===== config.mk =====
export PLATFORM = sky130hd
export DESIGN_NAME = seven_seg_capture
export DESIGN_NICKNAME = d
export VERILOG_FILES = /design/src/rtl/seven_seg_pkg.sv /design/src/rtl/seven_seg_glyph_decode.sv /design/src/rtl/seven_seg_capture.sv
export SDC_FILE = /design/constraint.sdc
export NUM_CORES = 1
export LEC_CHECK = 0
export BUFFER_PORTS_ARGS = -buffer_cell sky130_fd_sc_hd__buf_4
export CAP_MARGIN = 5
export CORE_MARGIN = 3
export CORE_UTILIZATION = 55
export DETAILED_ROUTE_END_ITERATION = 16
export GPL_TIMING_DRIVEN = 1
export PLACE_DENSITY = 0.77
export SLEW_MARGIN = 20
export SYNTH_ARGS = -nofsm -noshare
export SYNTH_HDL_FRONTEND = slang
export SYNTH_SLANG_ARGS = --single-unit
export TNS_END_PERCENT = 20

===== constraint.sdc =====
create_clock -name clk -period 3.33 [get_ports clk]
set_clock_uncertainty 0.05 [all_clocks]
set_input_delay 0.666 -clock clk [delete_from_list [all_inputs] [get_ports clk]]
set_output_delay 0.666 -clock clk [all_outputs]
set_load 0.01 [all_outputs]

===== src/rtl/seven_seg_pkg.sv =====
// Shared definitions for the two-digit seven-segment display interface:
// active-low glyph set, line polarities, digit indices and capture types.
package seven_seg_pkg;

    localparam logic [7:0] GLYPH_0 = 8'hC0;
    localparam logic [7:0] GLYPH_1 = 8'hF9;
    localparam logic [7:0] GLYPH_2 = 8'hA4;
    localparam logic [7:0] GLYPH_3 = 8'hB0;
    localparam logic [7:0] GLYPH_4 = 8'h99;
    localparam logic [7:0] GLYPH_5 = 8'h92;
    localparam logic [7:0] GLYPH_6 = 8'h82;
    localparam logic [7:0] GLYPH_7 = 8'hF8;
    localparam logic [7:0] GLYPH_8 = 8'h80;
    localparam logic [7:0] GLYPH_9 = 8'h90;
    localparam logic [7:0] GLYPH_A = 8'h88;
    localparam logic [7:0] GLYPH_B = 8'h83;
    localparam logic [7:0] GLYPH_C = 8'hC6;
    localparam logic [7:0] GLYPH_D = 8'hA1;
    localparam logic [7:0] GLYPH_E = 8'h86;
    localparam logic [7:0] GLYPH_F = 8'h8E;

    // Segment and enable lines are both active-low.
    localparam logic       SEG_ON    = 1'b0;
    localparam logic       SEG_OFF   = 1'b1;
    localparam logic [1:0] EN_SEL_LO = 2'b10;
    localparam logic [1:0] EN_SEL_HI = 2'b01;
    localparam logic [1:0] EN_BLANK  = 2'b11;

    localparam logic DIGIT_LO = 1'b0;
    localparam logic DIGIT_HI = 1'b1;

    typedef enum logic [1:0] {
        ST_SCAN   = 2'd0,
        ST_SETTLE = 2'd1,
        ST_HOLD   = 2'd2
    } scan_state_t;

    typedef struct packed {
        logic [3:0] hi_nib;
        logic [3:0] lo_nib;
        logic       hi_dp;
        logic       lo_dp;
    } frame_t;

    function automatic logic [7:0] glyph_of(input logic [3:0] nib);
        case (nib)
            4'h0:    glyph_of = GLYPH_0;
            4'h1:    glyph_of = GLYPH_1;
            4'h2:    glyph_of = GLYPH_2;
            4'h3:    glyph_of = GLYPH_3;
            4'h4:    glyph_of = GLYPH_4;
            4'h5:    glyph_of = GLYPH_5;
            4'h6:    glyph_of = GLYPH_6;
            4'h7:    glyph_of = GLYPH_7;
            4'h8:    glyph_of = GLYPH_8;
            4'h9:    glyph_of = GLYPH_9;
            4'hA:    glyph_of = GLYPH_A;
            4'hB:    glyph_of = GLYPH_B;
            4'hC:    glyph_of = GLYPH_C;
            4'hD:    glyph_of = GLYPH_D;
            4'hE:    glyph_of = GLYPH_E;
            default: glyph_of = GLYPH_F;
        endcase
    endfunction

endpackage


===== src/rtl/seven_seg_glyph_decode.sv =====
// Combinational reverse lookup of a 7-segment pattern (dp excluded) to a
// hex nibble; ok is low when the pattern is not one of the sixteen glyphs.
module seven_seg_glyph_decode
    import seven_seg_pkg::*;
(
    input  logic [6:0] pattern,
    output logic       ok,
    output logic [3:0] nibble
);

    logic [7:0] glyph;

    // dp is forced off on both sides so only segments a..g take part.
    always_comb begin
        ok     = 1'b0;
        nibble = 4'h0;
        glyph  = 8'h00;
        for (int i = 0; i < 16; i++) begin
            glyph = glyph_of(4'(i));
            if (!ok && ((glyph | 8'h80) == {1'b1, pattern})) begin
                ok     = 1'b1;
                nibble = 4'(i);
            end
        end
    end

endmodule


===== src/rtl/seven_seg_capture.sv =====
// Receive end of the multiplexed two-digit display: settles each digit,
// assembles frames, and publishes a value after repeated identical frames.
module seven_seg_capture
    import seven_seg_pkg::*;
#(
    parameter int SETTLE_CYCLES  = 4,
    parameter int MATCH_FRAMES   = 2,
    parameter int TIMEOUT_CYCLES = 65535
) (
    input  logic       clk,
    input  logic       rst,
    input  logic [7:0] segments,
    input  logic [1:0] enable,
    output logic [7:0] value,
    output logic [1:0] dp,
    output logic       valid,
    output logic       locked,
    output logic       glyph_err,
    output logic       stale
);

    localparam int              TW           = $clog2(TIMEOUT_CYCLES + 1);
    localparam logic [7:0]      SETTLE_N     = 8'(SETTLE_CYCLES);
    localparam logic [3:0]      MATCH_N      = 4'(MATCH_FRAMES);
    localparam logic [TW-1:0]   TIMEOUT_N    = TW'(TIMEOUT_CYCLES);
    localparam logic [TW-1:0]   TIMEOUT_LAST = TW'(TIMEOUT_CYCLES - 1);

    logic [7:0]  r_seg;
    logic [1:0]  r_en;
    logic        sel_any;
    logic        sel_digit;

    scan_state_t state;
    scan_state_t state_n;
    logic [7:0]  settle_cnt;
    logic [7:0]  settle_n;
    logic        cap_digit;
    logic        cap_digit_n;
    logic [7:0]  cap_pat;
    logic [7:0]  cap_pat_n;
    logic        restart;
    logic        latch;

    logic        dec_ok;
    logic [3:0]  dec_nib;
    logic        lat_dp;

    frame_t      part;
    logic        have_lo;
    logic        have_hi;
    frame_t      new_frame;
    frame_t      prev_frame;
    logic        prev_ok;
    logic        frame_done;
    logic        same_frame;
    logic [3:0]  match_cnt;
    logic [3:0]  match_next;
    logic        publish;
    logic [TW-1:0] tmo_cnt;

    always_ff @(posedge clk) begin
        if (rst) begin
            r_seg <= {8{SEG_OFF}};
            r_en  <= EN_BLANK;
        end else begin
            r_seg <= segments;
            r_en  <= enable;
        end
    end

    // Blank (both high) and illegal (both low) enables select no digit.
    always_comb begin
        sel_any   = 1'b0;
        sel_digit = DIGIT_LO;
        if (r_en == EN_SEL_LO) begin
            sel_any = 1'b1;
        end else if (r_en == EN_SEL_HI) begin
            sel_any   = 1'b1;
            sel_digit = DIGIT_HI;
        end
    end

    always_ff @(posedge clk) begin
        if (rst) begin
            state      <= ST_SCAN;
            settle_cnt <= 8'd0;
            cap_digit  <= DIGIT_LO;
            cap_pat    <= {8{SEG_OFF}};
        end else begin
            state      <= state_n;
            settle_cnt <= settle_n;
            cap_digit  <= cap_digit_n;
            cap_pat    <= cap_pat_n;
        end
    end

    // Any leave from SETTLE or HOLD that still sees a selected digit starts
    // a fresh capture in that same cycle, so no cycle of the dwell is lost.
    always_comb begin
        state_n     = state;
        settle_n    = settle_cnt;
        cap_digit_n = cap_digit;
        cap_pat_n   = cap_pat;
        restart     = 1'b0;
        latch       = 1'b0;
        case (state)
            ST_SCAN: begin
                restart = sel_any;
            end
            ST_SETTLE: begin
                if (!sel_any || (sel_digit != cap_digit) || (r_seg != cap_pat)) begin
                    restart = sel_any;
                    state_n = ST_SCAN;
                end else if (settle_cnt >= SETTLE_N) begin
                    latch   = 1'b1;
                    state_n = ST_HOLD;
                end else begin
                    settle_n = settle_cnt + 8'd1;
                end
            end
            ST_HOLD: begin
                if (!sel_any || (sel_digit != cap_digit)) begin
                    restart = sel_any;
                    state_n = ST_SCAN;
                end
            end
            default: begin
                state_n = ST_SCAN;
            end
        endcase
        if (restart) begin
            state_n     = ST_SETTLE;
            settle_n    = 8'd1;
            cap_digit_n = sel_digit;
            cap_pat_n   = r_seg;
        end
    end

    seven_seg_glyph_decode u_decode (
        .pattern (cap_pat[6:0]),
        .ok      (dec_ok),
        .nibble  (dec_nib)
    );

    assign lat_dp = (cap_pat[7] == SEG_ON);

    always_comb begin
        new_frame = part;
        if (cap_digit == DIGIT_HI) begin
            new_frame.hi_nib = dec_nib;
            new_frame.hi_dp  = lat_dp;
        end else begin
            new_frame.lo_nib = dec_nib;
            new_frame.lo_dp  = lat_dp;
        end
    end

    assign frame_done = latch && dec_ok && ((cap_digit == DIGIT_HI) ? have_lo : have_hi);
    assign same_frame = prev_ok && (new_frame == prev_frame);

    always_comb begin
        match_next = 4'd1;
        if (same_frame) begin
            match_next = (match_cnt >= MATCH_N) ? match_cnt : match_cnt + 4'd1;
        end
    end

    // Publish only on the frame that brings the run up to the threshold.
    assign publish = frame_done && (match_next == MATCH_N)
                     && !(same_frame && (match_cnt == MATCH_N));

    always_ff @(posedge clk) begin
        if (rst) begin
            part       <= '0;
            have_lo    <= 1'b0;
            have_hi    <= 1'b0;
            prev_frame <= '0;
            prev_ok    <= 1'b0;
            match_cnt  <= 4'd0;
            tmo_cnt    <= '0;
            value      <= 8'h00;
            dp         <= 2'b00;
            valid      <= 1'b0;
            locked     <= 1'b0;
            glyph_err  <= 1'b0;
            stale      <= 1'b0;
        end else begin
            valid     <= 1'b0;
            glyph_err <= 1'b0;
            if (latch) begin
                tmo_cnt <= '0;
                stale   <= 1'b0;
                if (!dec_ok) begin
                    glyph_err <= 1'b1;
                    have_lo   <= 1'b0;
                    have_hi   <= 1'b0;
                    match_cnt <= 4'd0;
                    locked    <= 1'b0;
                end else if (frame_done) begin
                    have_lo    <= 1'b0;
                    have_hi    <= 1'b0;
                    prev_frame <= new_frame;
                    prev_ok    <= 1'b1;
                    match_cnt  <= match_next;
                    if (!same_frame) begin
                        locked <= 1'b0;
                    end
                    if (publish) begin
                        value  <= {new_frame.hi_nib, new_frame.lo_nib};
                        dp     <= {new_frame.hi_dp, new_frame.lo_dp};
                        valid  <= 1'b1;
                        locked <= 1'b1;
                    end
                end else begin
                    part <= new_frame;
                    if (cap_digit == DIGIT_HI) begin
                        have_hi <= 1'b1;
                    end else begin
                        have_lo <= 1'b1;
                    end
                end
            end else if (tmo_cnt != TIMEOUT_N) begin
                tmo_cnt <= tmo_cnt + TW'(1);
                // A stalled scan forces a full re-acquisition afterwards.
                if (tmo_cnt == TIMEOUT_LAST) begin
                    stale     <= 1'b1;
                    locked    <= 1'b0;
                    match_cnt <= 4'd0;
                    prev_ok   <= 1'b0;
                end
            end
        end
    end

endmodule


==> results.md, run 1 <==
- Total grt overflow: 0
- Multi-input logic area: 0.00246 mm²
- Core Area: 0.00745 mm²
- Share of layout cells above drive strength 1: 0.151
- Worst setup margin: 0.331 ns
- Async S/R FF share, synth: 0
- Fin nets: 535
- P per Cell Area: 410 mW/mm²
- RSZ-0062 raised after global routing: false
- Vias in the first global route: 3303
- Synth Flop Type: dfxtp_1
- Yosys warns: 0
- Max Slew Vio Count: 0
- CP arrival: 3.17 ns
- VDD IR max: 0.326 mV
- Clock power frac: 0.370
- Worst-Skew Late Latency: 0.35 ns
- Final Hold Fails: 0
- CTS tree: built
- Yosys top cell area share: 0.397
- Min cycle time layout: 3.00 ns
- Pwr Total: 1.96 mW
- Met1 Use GR: 0.265
- I/O Buffers: 25
- Via/cell ratio: 5.62
- Cts hold-fix bufs: 0
- Clk buf depth: 2
- Fillers: 655
- Largest family of logic cells by synthesized area: simple AND/OR/NAND/NOR gates
- WL/cell: 14.3 µm
- Dominant cells by area after synthesis: dfxtp_1 40%, mux2i_1 6.9%, nor2_1 5.4%, nand2_1 4.5%, xor2_1 4.2%
- Max Clk Rate: 333 MHz
- Chip Width: 94.8 µm
- Resized Gates After CTS: 0
- Register area: 0.00172 mm²
- Avg Inst Size Synth: 8.76 µm²
- Mapped Nets: 518
- H-Tree Depth: 3
- Comb pwr share: 0.077
- Setup WS pre-CTS: 0.350 ns
- Post-Syn Area: 0.00434 mm²
- Seq cells post-synth: 86
- Final setup violation count: 0
- Mapped Cells: 495
- Worst hold path class: register to register
- I/O pin cnt: 26
- Via count: 3462
- Routed Antenna Nets: 0
- Seq pwr share: 0.553
- Post-synthesis simple-gate area fraction: 0.251
- CP required: 3.50 ns
- Clock Sinks: 86
- CTS root buf: clkbuf_8
- Synth Area in Compound Gates: 0.124
- Synth-to-layout area growth: 10.2%
- Total GRT Usage: 0.212
- Num CTS Buffers: 9
- Synth area leader: dfxtp_1
- Core Rows: 31
- Chip height: 94.8 µm
- Top Family by Delay on Critical Path: simple AND/OR/NAND/NOR gates
- Initial antenna violation count: 0
- Outcome: finished, final reports clean
- Max_slew headroom: 0.526
- Global routing's busiest layer: met2
- Net Switching: 492 µW
- Worst slew pin tran: 0.708 ns
- Post-synthesis adder-cell area fraction: 0.0317
- Die ar.: 0.00899 mm²
- Post-CTS setup buffer count: 0
- Largest net degree at the start of global routing: 59
- Xor and xnor fraction of the mapped netlist area: 0.0707
- TNS Setup: 0 ns
- Grt met3 use: 0.0470
- Post-synth EDFFs: 0
- Critical path's most frequent cell: mux2i_1
- Highest-delay cell along the critical path: dfxtp_1
- Post-synthesis sequential area ratio: 0.397
- CP cell instances: nor3_1 > and3_1 > or4_1 > mux2i_1 > nor4_2 > nand4_1 > buf_4 > mux2i_1 > nor2_1
- DRC: 0
- CTS clk-pin slew, worst paths: 0.09 ns
- Post-synthesis mux area share: 0.0874
- Met2 GRT Util: 0.357
- Global-route wire length before repair: 15.1 mm
- Top post-synthesis cells by count: 86 x dfxtp_1, 62 x nor2_1, 52 x nand2_1
- Post-Route WL: 8.84 mm
- Initial Utilization: 0.582
- Core Util, Final: 0.642
- Final HPWL DP: 6.38 mm
- Most frequent cell after synthesis: dfxtp_1
- CP bufs+invs: 1
- Worst setup EP type: register
- Switching Fraction: 0.251
- TritonRoute pass-1 iters: 4
- Period utilization: 0.901
- Max-Cap Viols: 0
- Startpoint types: register
- CP peak stage delay: 0.70 ns
- Final Wtd Congestion: 0.847
- DR iter-0 viols: 178
- Crit path kind: register to register
- Synth cell types: 68
- Cell Int Power: 1.47 mW
- Antenna cells: 0
- Leak Pwr: 1.89 nW
- Crit-path max FO: 16
stage by stage:
stage	hold slack [ns]	instance area [µm²]	instances
finish	0.420	4780	616
global route	0.435	4780	616
global placement	0.394	4580	600
detailed placement	0.397	4580	600
CTS	0.417	4780	616
floorplan	0.380	4340	495
routing by layer:
layer / vias to the layer above / part of all wire
met5: - / 0
met4: 0 / 0.017
met3: 11 / 0.034
met2: 59 / 0.50
met1: 1638 / 0.45
li1: 1754 / -
layout by cell type, fill, tap and decap left out, types with 3 or more instances in the layout:
master,n
and2_1,6
dfxtp_1,86
o22ai_1,3
xor2_1,21
nand2b_1,5
nor2_1,62
a211oi_1,4
inv_1,14
nand4_1,7
a31oi_1,3
ha_1,11
buf_4,30
mux2i_1,30
or2_2,11
clkbuf_8,9
nor3_1,12
mux2_2,6
nor2b_1,6
xnor2_1,14
or3_1,4
o21ai_0,8
and3_1,7
nand3_1,13
nand2_1,52
nor4_1,6
a21oi_1,28
logic make-up after synthesis:
family,Yosys count
compound gates,74
xor+xnor,35
fa+ha+maj,11
buf+inv,39
flops,86
mux,37
simple gates,213
final timing paths:
check	start	endpoint	slack [ns]	cells after the start
worst min-delay path	have_hi$_SDFFE_PP0P_	have_hi$_SDFFE_PP0P_	0.42	2
worst max register to register	cap_pat[6]$_SDFFE_PP1P_	value[1]$_SDFFE_PP0P_	0.33	9
worst min register to register	have_hi$_SDFFE_PP0P_	have_hi$_SDFFE_PP0P_	0.42	2
worst max-delay path	cap_pat[6]$_SDFFE_PP1P_	value[1]$_SDFFE_PP0P_	0.33	9
tightest hold or removal path: cells and delay by family, from the launching register on:
family	cells	cell delay, ns
AOI/OAI and AO/OA	1	0.06
DFF	1	0.32
and+or+nand+nor	1	0.06
layout make-up:
class / instances / area share
Clock buffer: 10 / 0.0267
Clock inverter: 6 / 0.0149
Inverter: 15 / 0.0118
Multi-Input combinational cell: 370 / 0.514
Sequential cell: 86 / 0.360
Tap cell: 99 / 0.0259
Timing Repair Buffer: 30 / 0.0471
power by group through the flow:
| stage | registers [mW] | clock network (mW) | logic (mW) |
|---|---|---|---|
| floorplan | 1.09 | 0 | 0.131 |
| global placement | 1.11 | 0 | 0.142 |
| detailed placement | 1.11 | 0 | 0.148 |
| CTS | 1.08 | 0.749 | 0.150 |
| global route | 1.09 | 0.796 | 0.168 |
| finish | 1.08 | 0.725 | 0.151 |
flip-flops by register name, summed over array words and instances, names as in the netlist, 2 cells and up:
signal      count
tmo_cnt        16
value           8
cap_pat         8
state           2
settle_cnt      8
match_cnt       4
r_en            2
prev_frame     10
r_seg           8
dp              2
part           10
(Power assumes the default switching activity.)
==> run 2: changes to the inputs <==
--- a/config.mk
+++ b/config.mk
@@ -8,10 +8,11 @@
 export BUFFER_PORTS_ARGS = -buffer_cell sky130_fd_sc_hd__buf_4
 export CAP_MARGIN = 5
 export CORE_MARGIN = 3
-export CORE_UTILIZATION = 55
+export CORE_UTILIZATION = 61
 export DETAILED_ROUTE_END_ITERATION = 16
+export GPL_ROUTABILITY_DRIVEN = 0
 export GPL_TIMING_DRIVEN = 1
-export PLACE_DENSITY = 0.77
+export PLACE_DENSITY = 0.84
 export SLEW_MARGIN = 20
 export SYNTH_ARGS = -nofsm -noshare
 export SYNTH_HDL_FRONTEND = slang
==> results.md, run 2 (synthesis results as in run 1) <==
- Outcome: finished, final reports clean
- Worst hold path class: register to register
- Worst-Skew Late Latency: 0.36 ns
- DR iter-0 viols: 219
- Largest net degree at the start of global routing: 59
- Initial antenna violation count: 0
- Global-route wire length before repair: 15.3 mm
- I/O Buffers: 25
- Max-Cap Viols: 0
- Max Slew Vio Count: 0
- Via/cell ratio: 5.74
- Startpoint types: register
- P per Cell Area: 403 mW/mm²
- Chip height: 90.3 µm
- R2R cell count: 8
- Crit path kind: register to register
- Antenna cells: 0
- Max_slew headroom: 0.559
- Clock Sinks: 86
- TritonRoute pass-1 iters: 5
- Resized Gates After CTS: 0
- Share of layout cells above drive strength 1: 0.158
- I/O pin cnt: 26
- CTS tree: built
- CTS clk-pin slew, worst paths: 0.09 ns
- CP required: 3.60 ns
- Highest-delay cell along the critical path: dfxtp_1
- Chip Width: 90.3 µm
- Final setup violation count: 0
- VDD IR max: 0.423 mV
- Max Clk Rate: 332 MHz
- Commonest non-fill, non-tap cell in the layout: dfxtp_1
- Cts hold-fix bufs: 0
- Commonest non-fill, non-tap cells in the layout: 86 x dfxtp_1, 62 x nor2_1, 52 x nand2_1, 33 x buf_4, 30 x mux2i_1
- Post-CTS setup buffer count: 0
- Max FFs per register: 16
- Fin nets: 538
- Core Rows: 30
- CP peak stage delay: 0.65 ns
- Critical path's most frequent cell: nor3_1
- Vias in the first global route: 3284
- CP arrival: 3.28 ns
- H-Tree Depth: 3
- TNS Setup: 0 ns
- Final HPWL DP: 6.27 mm
- Worst slew pin tran: 0.657 ns
- Num CTS Buffers: 9
- End of the critical path: match_cnt[2]$_SDFFE_PP0P_
- Top Family by Delay on Critical Path: simple AND/OR/NAND/NOR gates
- RSZ-0062 raised after global routing: false
- Reg2reg start: cap_pat[4]$_SDFFE_PP1P_
- Crit-path max FO: 17
- Clk buf depth: 2
- Via count: 3533
- Total grt overflow: 0
- Period utilization: 0.905
- Final cell count without fillers: 616
- CP Launch Point: cap_pat[4]$_SDFFE_PP1P_
- DRC: 0
- Worst hold slack: 0.419 ns
- Final Hold Fails: 0
- Min cycle time layout: 3.01 ns
- R2R Path End: match_cnt[2]$_SDFFE_PP0P_
- CP cell instances: nor3_1 > and3_1 > or4_1 > mux2i_1 > nor4_2 > nand3_1 > nor3_1 > o22a_1
- Initial Utilization: 0.635
- Post-Route WL: 8.91 mm
- Worst setup EP type: register
- Core Util, Final: 0.701
- CTS root buf: clkbuf_8
- Design area: 0.00479 mm²
- Fillers: 537
- CP bufs+invs: 0
- Synth-to-layout area growth: 10.4%
- Leak Pwr: 1.90 nW
- Worst reg-to-reg setup slack: 0.32 ns
- WL/cell: 14.5 µm
- Inst Count DP: 600
- Core Area: 0.00683 mm²
- Total GRT Usage: 0.227
- Die ar.: 0.00816 mm²
- Most flops, register: tmo_cnt
- Regs by FF count: tmo_cnt (16), part (10), prev_frame (10)
- CP Depth: 8
- DP Area: 0.00460 mm²
- Routed Antenna Nets: 0
==> run 2: changes by cell type in the layout (fill, tap and decap cells not counted), sizes merged <==
cell	before	now
clkinv	4	3
buf	30	33
clkinvlp	1	2
clkbuf	10	11
bufinv	1	0
==> run 2: final cells by class <==
class	count	area (µm²)	share of cell area
inverters	15	56.3	0.0118
clock inverters	5	41.3	0.00862
repair buffers	33	248	0.0517
clock buffers	11	151	0.0316
flip-flops and latches	86	1720	0.360
well taps	96	120	0.0251
multi-input cells	370	2450	0.512
==> run 2: routing by layer <==
| metal | global-route usage | wire [µm] | share of wire |
|---|---|---|---|
| met5 | 0 | 0 | 0 |
| met4 | 0.0918 | 228 | 0.026 |
| met3 | 0.0417 | 404 | 0.045 |
| met2 | 0.376 | 4260 | 0.48 |
| met1 | 0.293 | 4010 | 0.45 |
==> run 2: worst min-delay path by stage <==
stage | startpoint | end | slack (ns) | depth (start not counted)
after floorplan | settle_cnt[6]$_SDFFE_PP0P_ | settle_cnt[6]$_SDFFE_PP0P_ | 0.38 | 1
after global placement | settle_cnt[6]$_SDFFE_PP0P_ | settle_cnt[6]$_SDFFE_PP0P_ | 0.39 | 1
after detailed placement | settle_cnt[4]$_SDFFE_PP0P_ | settle_cnt[4]$_SDFFE_PP0P_ | 0.40 | 1
after CTS | settle_cnt[4]$_SDFFE_PP0P_ | settle_cnt[4]$_SDFFE_PP0P_ | 0.42 | 1
after global routing | enable[0] | r_en[0]$_SDFF_PP1_ | 0.44 | 2
final | settle_cnt[4]$_SDFFE_PP0P_ | settle_cnt[4]$_SDFFE_PP0P_ | 0.42 | 1
==> run 2: worst reg2reg max path: stages, from the launching register on <==
cell	delay, ns
dfxtp_1	0.65
nor3_1	0.25
and3_1	0.23
or4_1	0.62
mux2i_1	0.18
nor4_2	0.31
nand3_1	0.27
nor3_1	0.26
o22a_1	0.16
==> run 2: report_power, final <==
part / internal [mW] / leakage [nW] / switching, mW
sequential: 1.05 / 0.698 / 0.0350
combinational: 0.0673 / 1.11 / 0.0858
clock: 0.317 / 0.0922 / 0.379
==> run 2: stage by stage <==
step           setup slack [ns]  power, mW
5_1_grt                  0.0964       2.00
4_1_cts                   0.338       1.94
3_3_place_gp              0.493       1.25
3_5_place_dp              0.365       1.26
2_1_floorplan             0.840       1.22
6_report                  0.318       1.93
